`src/rtl/pc_unit_ras.sv`:
```
// rtl/pc_unit_ras.sv - program counter with next-PC select, stall hold and return-address stack
// Optional: define PC_ALIGN_CHECK_EN to trap misaligned jump-register targets to EXC_VEC.
module pc_unit_ras #(
    parameter int              ADDR_W    = 32,
    parameter int              OFFSET_W  = 16,
    parameter int              INDEX_W   = 26,
    parameter logic [31:0]     RESET_VEC = 32'h0000_3000,
    parameter logic [31:0]     EXC_VEC   = 32'h0000_4180,
    parameter int              RAS_DEPTH = 4
) (
    input  logic                         Clk,
    input  logic                         PcReSet_n,
    input  logic                         Stall,
    input  logic                         Exc,
    input  logic                         BrTaken,
    input  logic [OFFSET_W-1:0]          Offset,
    input  logic                         Jump,
    input  logic [INDEX_W-1:0]           Index,
    input  logic                         Jr,
    input  logic [ADDR_W-1:0]            JrTarget,
    input  logic                         Link,
    input  logic                         Ret,
    output logic [ADDR_W-1:0]            PC,
    output logic [ADDR_W-1:0]            PcPlus4,
    output logic [ADDR_W-1:0]            RasTop,
    output logic [$clog2(RAS_DEPTH):0]   RasCount,
    output logic                         RasHit,
    output logic                         AlignErr
);

    localparam int                PTR_W = $clog2(RAS_DEPTH);
    localparam logic [PTR_W:0]    FULL  = (PTR_W+1)'(RAS_DEPTH);

    logic [ADDR_W-1:0] r_pc;
    logic [ADDR_W-1:0] r_ras [RAS_DEPTH];
    logic [PTR_W-1:0]  r_top_ptr;
    logic [PTR_W:0]    r_count;
    logic              r_hit;

    logic [ADDR_W-1:0] w_pc_plus4;
    logic [ADDR_W-1:0] w_br_target;
    logic [ADDR_W-1:0] w_jmp_target;
    logic [ADDR_W-1:0] w_jr_target;
    logic [ADDR_W-1:0] w_next_pc;
    logic [ADDR_W-1:0] w_top;
    logic [PTR_W-1:0]  w_push_ptr;
    logic              w_empty;

    assign w_pc_plus4   = r_pc + ADDR_W'(4);
    assign w_br_target  = w_pc_plus4 + {{(ADDR_W-OFFSET_W-2){Offset[OFFSET_W-1]}}, Offset, 2'b00};
    assign w_jmp_target = {w_pc_plus4[ADDR_W-1:INDEX_W+2], Index, 2'b00};
    assign w_empty      = (r_count == '0);
    assign w_top        = r_ras[r_top_ptr];
    assign w_push_ptr   = r_top_ptr + PTR_W'(1);

`ifdef PC_ALIGN_CHECK_EN
    logic w_misalign;
    logic r_align_err;

    assign w_misalign  = Jr && (JrTarget[1:0] != 2'b00);
    assign w_jr_target = w_misalign ? EXC_VEC : JrTarget;

    always_ff @(posedge Clk or negedge PcReSet_n) begin
        if (!PcReSet_n) begin
            r_align_err <= 1'b0;
        end else begin
            r_align_err <= !Exc && !Stall && w_misalign;
        end
    end

    assign AlignErr = r_align_err;
`else
    assign w_jr_target = JrTarget;
    assign AlignErr    = 1'b0;
`endif

    always_comb begin
        w_next_pc = w_pc_plus4;
        if (Jr)           w_next_pc = w_jr_target;
        else if (Jump)    w_next_pc = w_jmp_target;
        else if (BrTaken) w_next_pc = w_br_target;
    end

    // The stack is circular: pushing when full overwrites the oldest slot, which is the one after the top.
    always_ff @(posedge Clk or negedge PcReSet_n) begin
        if (!PcReSet_n) begin
            r_pc      <= RESET_VEC;
            r_top_ptr <= '0;
            r_count   <= '0;
            r_hit     <= 1'b0;
            for (int i = 0; i < RAS_DEPTH; i++) r_ras[i] <= '0;
        end else if (Exc) begin
            r_pc  <= EXC_VEC;
            r_hit <= 1'b0;
        end else if (!Stall) begin
            r_pc  <= w_next_pc;
            r_hit <= Ret && !w_empty && (w_top == JrTarget);
            if (Link && (!Ret || w_empty)) begin
                r_top_ptr          <= w_push_ptr;
                r_ras[w_push_ptr]  <= w_pc_plus4;
                if (r_count != FULL) r_count <= r_count + 1'b1;
            end else if (Link && Ret) begin
                r_ras[r_top_ptr] <= w_pc_plus4;
            end else if (Ret && !w_empty) begin
                r_top_ptr <= r_top_ptr - PTR_W'(1);
                r_count   <= r_count - 1'b1;
            end
        end
    end

    assign PC       = r_pc;
    assign PcPlus4  = w_pc_plus4;
    assign RasTop   = w_empty ? '0 : w_top;
    assign RasCount = r_count;
    assign RasHit   = r_hit;

endmodule

```
`config.mk`:
```
export PLATFORM = sky130hd
export DESIGN_NAME = pc_unit_ras
export DESIGN_NICKNAME = d
export VERILOG_FILES = /design/src/rtl/pc_unit_ras.sv
export SDC_FILE = /design/constraint.sdc
export NUM_CORES = 1
export LEC_CHECK = 0
export CAP_MARGIN = 10
export CORE_ASPECT_RATIO = 0.9
export CORE_MARGIN = 3
export CORE_UTILIZATION = 30
export CTS_BUF_LIST = sky130_fd_sc_hd__clkbuf_16
export DETAILED_ROUTE_END_ITERATION = 6
export HOLD_SLACK_MARGIN = 0.02
export PLACE_DENSITY_LB_ADDON = 0.1
export SETUP_SLACK_MARGIN = 0.5
export SLEW_MARGIN = 20
export SYNTH_ARGS = -nofsm -noshare
export SYNTH_HDL_FRONTEND = slang
export SYNTH_SLANG_ARGS = --single-unit
```
`constraint.sdc`:
```
create_clock -name Clk -period 7.8 [get_ports Clk]
set_clock_uncertainty 0.05 [all_clocks]
set_input_delay 2.34 -clock Clk [delete_from_list [all_inputs] [get_ports Clk]]
set_output_delay 2.34 -clock Clk [all_outputs]
set_load 0.02 [all_outputs]
```
==> reports/metrics.csv, run 1 <==
stage,metric,value,unit
timing,layout_setup_ws,1.96,ns
drt,vias_per_cell,5.13,
synth,ys_ff_latch,166,
finish,syn2layout_area_growth,27.5,%
placed_design,dp_slack,2.02,ns
setup_path,cp.depth,8,
timing,slew_violations,0,
job,max_cap_violations,0,
floorplan,die_w,204,um
global_routing,grt_pass1_wl,56500,um
floorplan,design.portCount,184,
setup_path,critPathMaxFanout,7,
global_routing,grt_max_degree,93,
timing,slew_headroom,35.7,%
synth,syn_inst,1144,
synth,synth_nets,1270,
floorplan,start_util,30.7,%
synth,ys_warn_count,0,
clock_network,clock_latency,0.43,ns
synth,ys.flop_type,dfrtp_1,
setup_path,crit_chain,nand3_1 > nor3_2 > nand3_1 > nor2_1 > nand2_1 > xor2_1 > inv_1 > clkdlybuf4s50_1,
finish,num_antenna_cells,0,
placed_design,dp_hpwl,28000,um
synth,synth_area,0.0105,mm2
clock_network,clk_path_buf_depth,2,
synth,synthDistinctLibCells,78,
placed_design,port-buffer-count,182,
setup_path,cp_common_cell,nand3_1,
setup_path,cp_data_required_time,5.41,ns
setup_path,end_kind,output pin,
placed_design,gp_congestion,0.852,
synth,synth_edf_count,0,
timing,worstMarginPinSlew,0.964,ns
floorplan,num_rows,64,
timing,finalCriticalPeriod,5.84,ns
timing,final.setup.tns,0,ns
finish,nNetsFinal,1426,
status,status,completed,
setup_path,crit_family,simple AND/OR/NAND/NOR gates,
drt,wl_per_cell,21.1,um
clock_network,cts.repair.resized,0,
setup_path,critPathKind,flop to output pin,
clock_network,cts_sinks,166,
global_routing,grt_overflow,0,
finish,final_util,39.1,%
clock_network,clk_pin_slew,0.07,ns
finish,drive_gt1_share,9.75,%
floorplan,die-area,0.0374,mm2
drt,ant_nets,0,
drt,routed-via-count,9105,
clock_network,hold_buffers,0,
clock_network,cts_inserted_buffers,17,
min_path,hold_depth,1,
global_routing,grt_util_all_layers,20.0,%
timing,setup_viol,0,
global_routing,antenna_found_initial,0,
setup_path,crit_buf_inv,2,
setup_path,reg2reg_depth,17,
min_path,min_path_type,flop to flop,
synth,avgSynthCellArea,9.21,um2
global_routing,grt_pass1_vias,8880,
finish,fillers,3481,
clock_network,post_cts.repair.setup_buffers,0,
clock_network,htree_levels,4,
clock_network,cts_tree,built,
setup_path,startpoint_type,flop,
floorplan,die_h,184,um
synth,yosysTopAreaCell,dfrtp_1,
drt,drc,0,
synth,synthArstFlopShare,100,%
drt,wl,37500,um
synth,netlist.area_leader.share,38.9,%
floorplan,core,0.0344,mm2
setup_path,cp_data_arrival_time,3.45,ns
power_and_ir_drop,powerDensity,346,mW/mm2
synth,synth_area_leaders,"dfrtp_1, a21oi_1, mux4_2, nor2_1, ha_1",
timing,final-hold-violation-count,0,
timing,fin_crit_sh,74.9,%
setup_path,max_stage_delay,0.58,ns
power_and_ir_drop,irDropWorstVdd,301,uV
placed_design,dp_cells,1743,
finish,fin_cells,1775,
timing,fmax,0.171,GHz
power_and_ir_drop,p_leak,5.57,nW
clock_network,root_buffer,clkbuf_16,
drt,first_iter_violations,460,
timing,rsz0062_at_grt,false,
drt,first_pass_iters,5,
synth,ys_seq_area_share,39.4,%
setup_path,cpMaxStageDelayCell,clkdlybuf4s50_1,
==> power by group <==
group / internal, mW / switching (mW)
Sequential: 1.21 / 0.200
Clock: 0.499 / 0.367
Combinational: 1.09 / 1.29
Total: 2.80 / 1.86
==> kinds of logic after synthesis <==
logic type               share of synthesized area, %
buffers and inverters                            4.55
other                                          0.0356
multiplexers                                     8.94
AND/OR/NAND/NOR                                  17.0
adder cells (fa/ha/maj)                          5.25
flip-flops                                       39.4
AO/OA/AOI/OAI                                    18.2
XOR/XNOR                                         6.55
==> metal layers <==
metal | part of all wire [%] | wire length (um) | global-route usage, %
met5 | 0 | 0 | 0
met2 | 46 | 17200 | 32.2
met3 | 4.9 | 1850 | 3.35
met1 | 48 | 17900 | 28.5
met4 | 1.4 | 516 | 4.60
==> registers in the layout, indices dropped and copies added (netlist names) <==
signal and count:
RasHit 1, RasCount 3, r_ras 128, r_top_ptr 2, PC 32
==> synthesized netlist by cell type (all sizes together) (11+ instances only) <==
cell,count
a211oi,14
a21o,11
a21oi,164
buf,27
clkbuf,38
dfrtp,164
ha,41
inv,50
mux2,17
mux4,32
nand2,66
nand3,18
nand4,13
nor2,175
nor2b,44
nor3,18
o211ai,14
o21ai,35
xnor2,45
xor2,33
==> through the flow <==
step | hold WS [ns] | instance area, um2 | power, mW
after global routing | 0.472 | 13400 | 4.95
after floorplan | 0.425 | 10500 | 2.85
final | 0.455 | 13400 | 4.65
after detailed placement | 0.444 | 12900 | 3.81
after CTS | 0.458 | 13400 | 4.70
after global placement | 0.439 | 12900 | 3.80
==> placed cells by master, fill, tap and decap left out, types with 14 or more instances in the layout <==
cell type,instances
clkdlybuf4s50_1,180
nor2_1,175
dfrtp_1,163
a21oi_1,159
nand2_1,66
inv_1,51
xnor2_1,45
nor2b_1,44
ha_1,41
xor2_1,32
mux4_2,32
o21ai_0,31
buf_4,20
nand3_1,18
mux2_2,17
clkbuf_16,17
nor3_1,16
o211ai_1,14
==> layout make-up <==
cell class	instances	area, um2	area share, %
Multi-Input combinational cell	862	5960	44.3
Sequential cell	166	4160	30.9
Timing Repair Buffer	202	1970	14.6
Tap cell	462	578	4.30
Clock buffer	17	425	3.17
Inverter	51	191	1.42
Clock inverter	15	164	1.22
==> path summary, 6_finish.rpt <==
kind	start	end	slack, ns
worst max-delay path	PC[4]	PcPlus4[25]	1.96
worst min-delay path	r_ras[1]	r_ras[1]	0.45
worst max register to register	PC[3]	PC[29]	3.09
worst min register to register	r_ras[1]	r_ras[1]	0.45
max in group asynchronous	PcReSet_n	r_ras[88]	4.15
min in group asynchronous	PcReSet_n	r_ras[101]	1.97
No activity file was read; power rests on OpenSTA's default activity.
==> inputs of run 2 (changes only) <==
clock period = 5.8 ns   (was 7.8 ns; I/O delays follow)
==> reports/metrics.csv, run 2 (synthesis results as in run 1) <==
stage,metric,value,unit,change
min_path,min_path_type,flop to flop,,unchanged
timing,slew_violations,0,,unchanged
timing,fmax,0.198,GHz,
floorplan,die-area,0.0374,mm2,unchanged
drt,drc,0,,unchanged
finish,fin_cells,1784,,was 1775
timing,fin_crit_sh,87.2,%,
status,status,completed,,unchanged
timing,final.setup.tns,0,ns,unchanged
timing,setup_viol,0,,unchanged
clock_network,cts_sinks,166,,unchanged
finish,final_common_cell,clkdlybuf4s50_1,,unchanged
finish,regMostFlops,r_ras,,unchanged
floorplan,design.portCount,184,,unchanged
timing,final-hold-violation-count,0,,unchanged
setup_path,end_kind,output pin,,unchanged
global_routing,antenna_found_initial,0,,unchanged
finish,fillers,3450,,was 3481
setup_path,cp_data_required_time,4.01,ns,was 5.41 ns
clock_network,clk_path_buf_depth,2,,unchanged
clock_network,clock_latency,0.43,ns,about the same
timing,slew_headroom,37.6,%,was 35.7%
power_and_ir_drop,p_leak,5.66,nW,was 5.57 nW
setup_path,cp_data_arrival_time,3.27,ns,was 3.45 ns
floorplan,start_util,30.7,%,unchanged
job,max_cap_violations,0,,unchanged
clock_network,cts_inserted_buffers,17,,unchanged
global_routing,grt_pass1_vias,9196,,was 8880
global_routing,grt_pass1_wl,58500,um,was 56500 um
setup_path,critPathMaxFanout,6,,was 7
global_routing,grt_max_degree,74,,was 93
drt,wl_per_cell,21.4,um,was 21.1 um
floorplan,core,0.0344,mm2,unchanged
power_and_ir_drop,powerDensity,467,mW/mm2,was 346 mW/mm2
drt,ant_nets,0,,unchanged
power_and_ir_drop,irDropWorstVdd,385,uV,was 301 uV
drt,first_pass_iters,5,,unchanged
floorplan,die_h,184,um,unchanged
finish,num_antenna_cells,0,,unchanged
clock_network,htree_levels,4,,unchanged
drt,vias_per_cell,5.15,,was 5.13
finish,drive_gt1_share,10.7,%,was 9.75%
setup_path,critPathKind,flop to output pin,,unchanged
clock_network,clk_pin_slew,0.06,ns,was 0.07 ns
placed_design,dp_hpwl,29100,um,was 28000 um
finish,nNetsFinal,1435,,was 1426
floorplan,num_rows,64,,unchanged
finish,largest_register_ffs,128,,unchanged
floorplan,die_w,204,um,unchanged
drt,routed-via-count,9195,,was 9105
timing,rsz0062_at_grt,false,,unchanged
timing,worstMarginPinSlew,0.934,ns,was 0.964 ns
setup_path,startpoint_type,flop,,unchanged
finish,syn2layout_area_growth,29.1,%,was 27.5%
clock_network,post_cts.repair.setup_buffers,0,,unchanged
drt,wl,38200,um,was 37500 um
clock_network,root_buffer,clkbuf_16,,unchanged
drt,first_iter_violations,604,,was 460
timing,finalCriticalPeriod,5.06,ns,
placed_design,dp_cells,1752,,was 1743
placed_design,gp_congestion,0.879,,was 0.852
finish,layout_common_cells,"clkdlybuf4s50_1, nor2_1, dfrtp_1",,unchanged
placed_design,port-buffer-count,182,,unchanged
global_routing,grt_overflow,0,,unchanged
global_routing,grt_util_all_layers,20.7,%,was 20.0%
clock_network,cts_tree,built,,unchanged
run 2: cell count changes in the layout (fill, tap and decap cells not counted), sizes merged:
cell	before	now
clkinv	8	7
clkinvlp	4	3
bufinv	3	4
buf	22	31
inv	51	52
run 2: worst paths after layout:
check / slack [ns] / start / end / cells past startpoint
setup / recovery: 0.74 / PC[12] / PcPlus4[29] / 8
hold / removal: 0.45 / r_ras[32] / r_ras[32] / 1
setup reg to reg: 1.05 / PC[2] / PC[29] / 17
hold reg to reg: 0.45 / r_ras[32] / r_ras[32] / 1
max in group asynchronous: 3.52 / PcReSet_n / r_ras[26] / 2
min in group asynchronous: 1.30 / PcReSet_n / r_ras[67] / 1
run 2: through the flow:
step / setup WS, ns / instance area (um2) / hold slack (ns) / power, mW / util, %
3_5_place_dp: 0.851 / 13000 / 0.443 / 5.17 / 37.8
3_3_place_gp: 0.902 / 13000 / 0.437 / 5.15 / 37.8
4_1_cts: 0.530 / 13600 / 0.458 / 6.41 / 39.5
6_report: 0.744 / 13600 / 0.452 / 6.35 / 39.6
5_1_grt: 0.525 / 13600 / 0.470 / 6.77 / 39.6
2_1_floorplan: 1.67 / 10500 / 0.425 / 3.83 / -
run 2: area by class of cell:
| class | count | area, um2 | area share (%) |
|---|---|---|---|
| Clock buffer | 17 | 425 | 3.13 |
| Clock inverter | 15 | 186 | 1.37 |
| Inverter | 51 | 191 | 1.41 |
| Multi-Input combinational cell | 862 | 5980 | 43.9 |
| Sequential cell | 166 | 4160 | 30.6 |
| Tap cell | 462 | 578 | 4.25 |
| Timing Repair Buffer | 211 | 2090 | 15.3 |
run 2: timing repair:
item / CTS / global route
endpoints found under the setup margin: 0 / 3
hold buffers: 0 / 0
gates resized for setup: 0 / 4
endpoints found under the hold margin: 0 / 0
run 2: report_power, final:
part | internal, mW | switching, mW | leakage, nW
clock | 0.715 | 0.490 | 0.295
sequential | 1.63 | 0.301 | 2.02
combinational | 1.49 | 1.73 | 3.35
total | 3.83 | 2.52 | 5.66
run 2: metal layers:
layer / track usage (%) / wire length [um]
met3: 4.43 / 2010
met2: 32.8 / 17400
met5: 0 / 0
met4: 4.82 / 694
met1: 29.2 / 18100
run 2: worst max-delay path: stages, from the launching register on:
cell,delay (ns)
dfstp_2,0.59
and3_1,0.19
and3_1,0.29
nand3_2,0.19
nor2_2,0.22
and3_1,0.23
xnor2_1,0.36
inv_1,0.18
clkdlybuf4s50_1,0.59
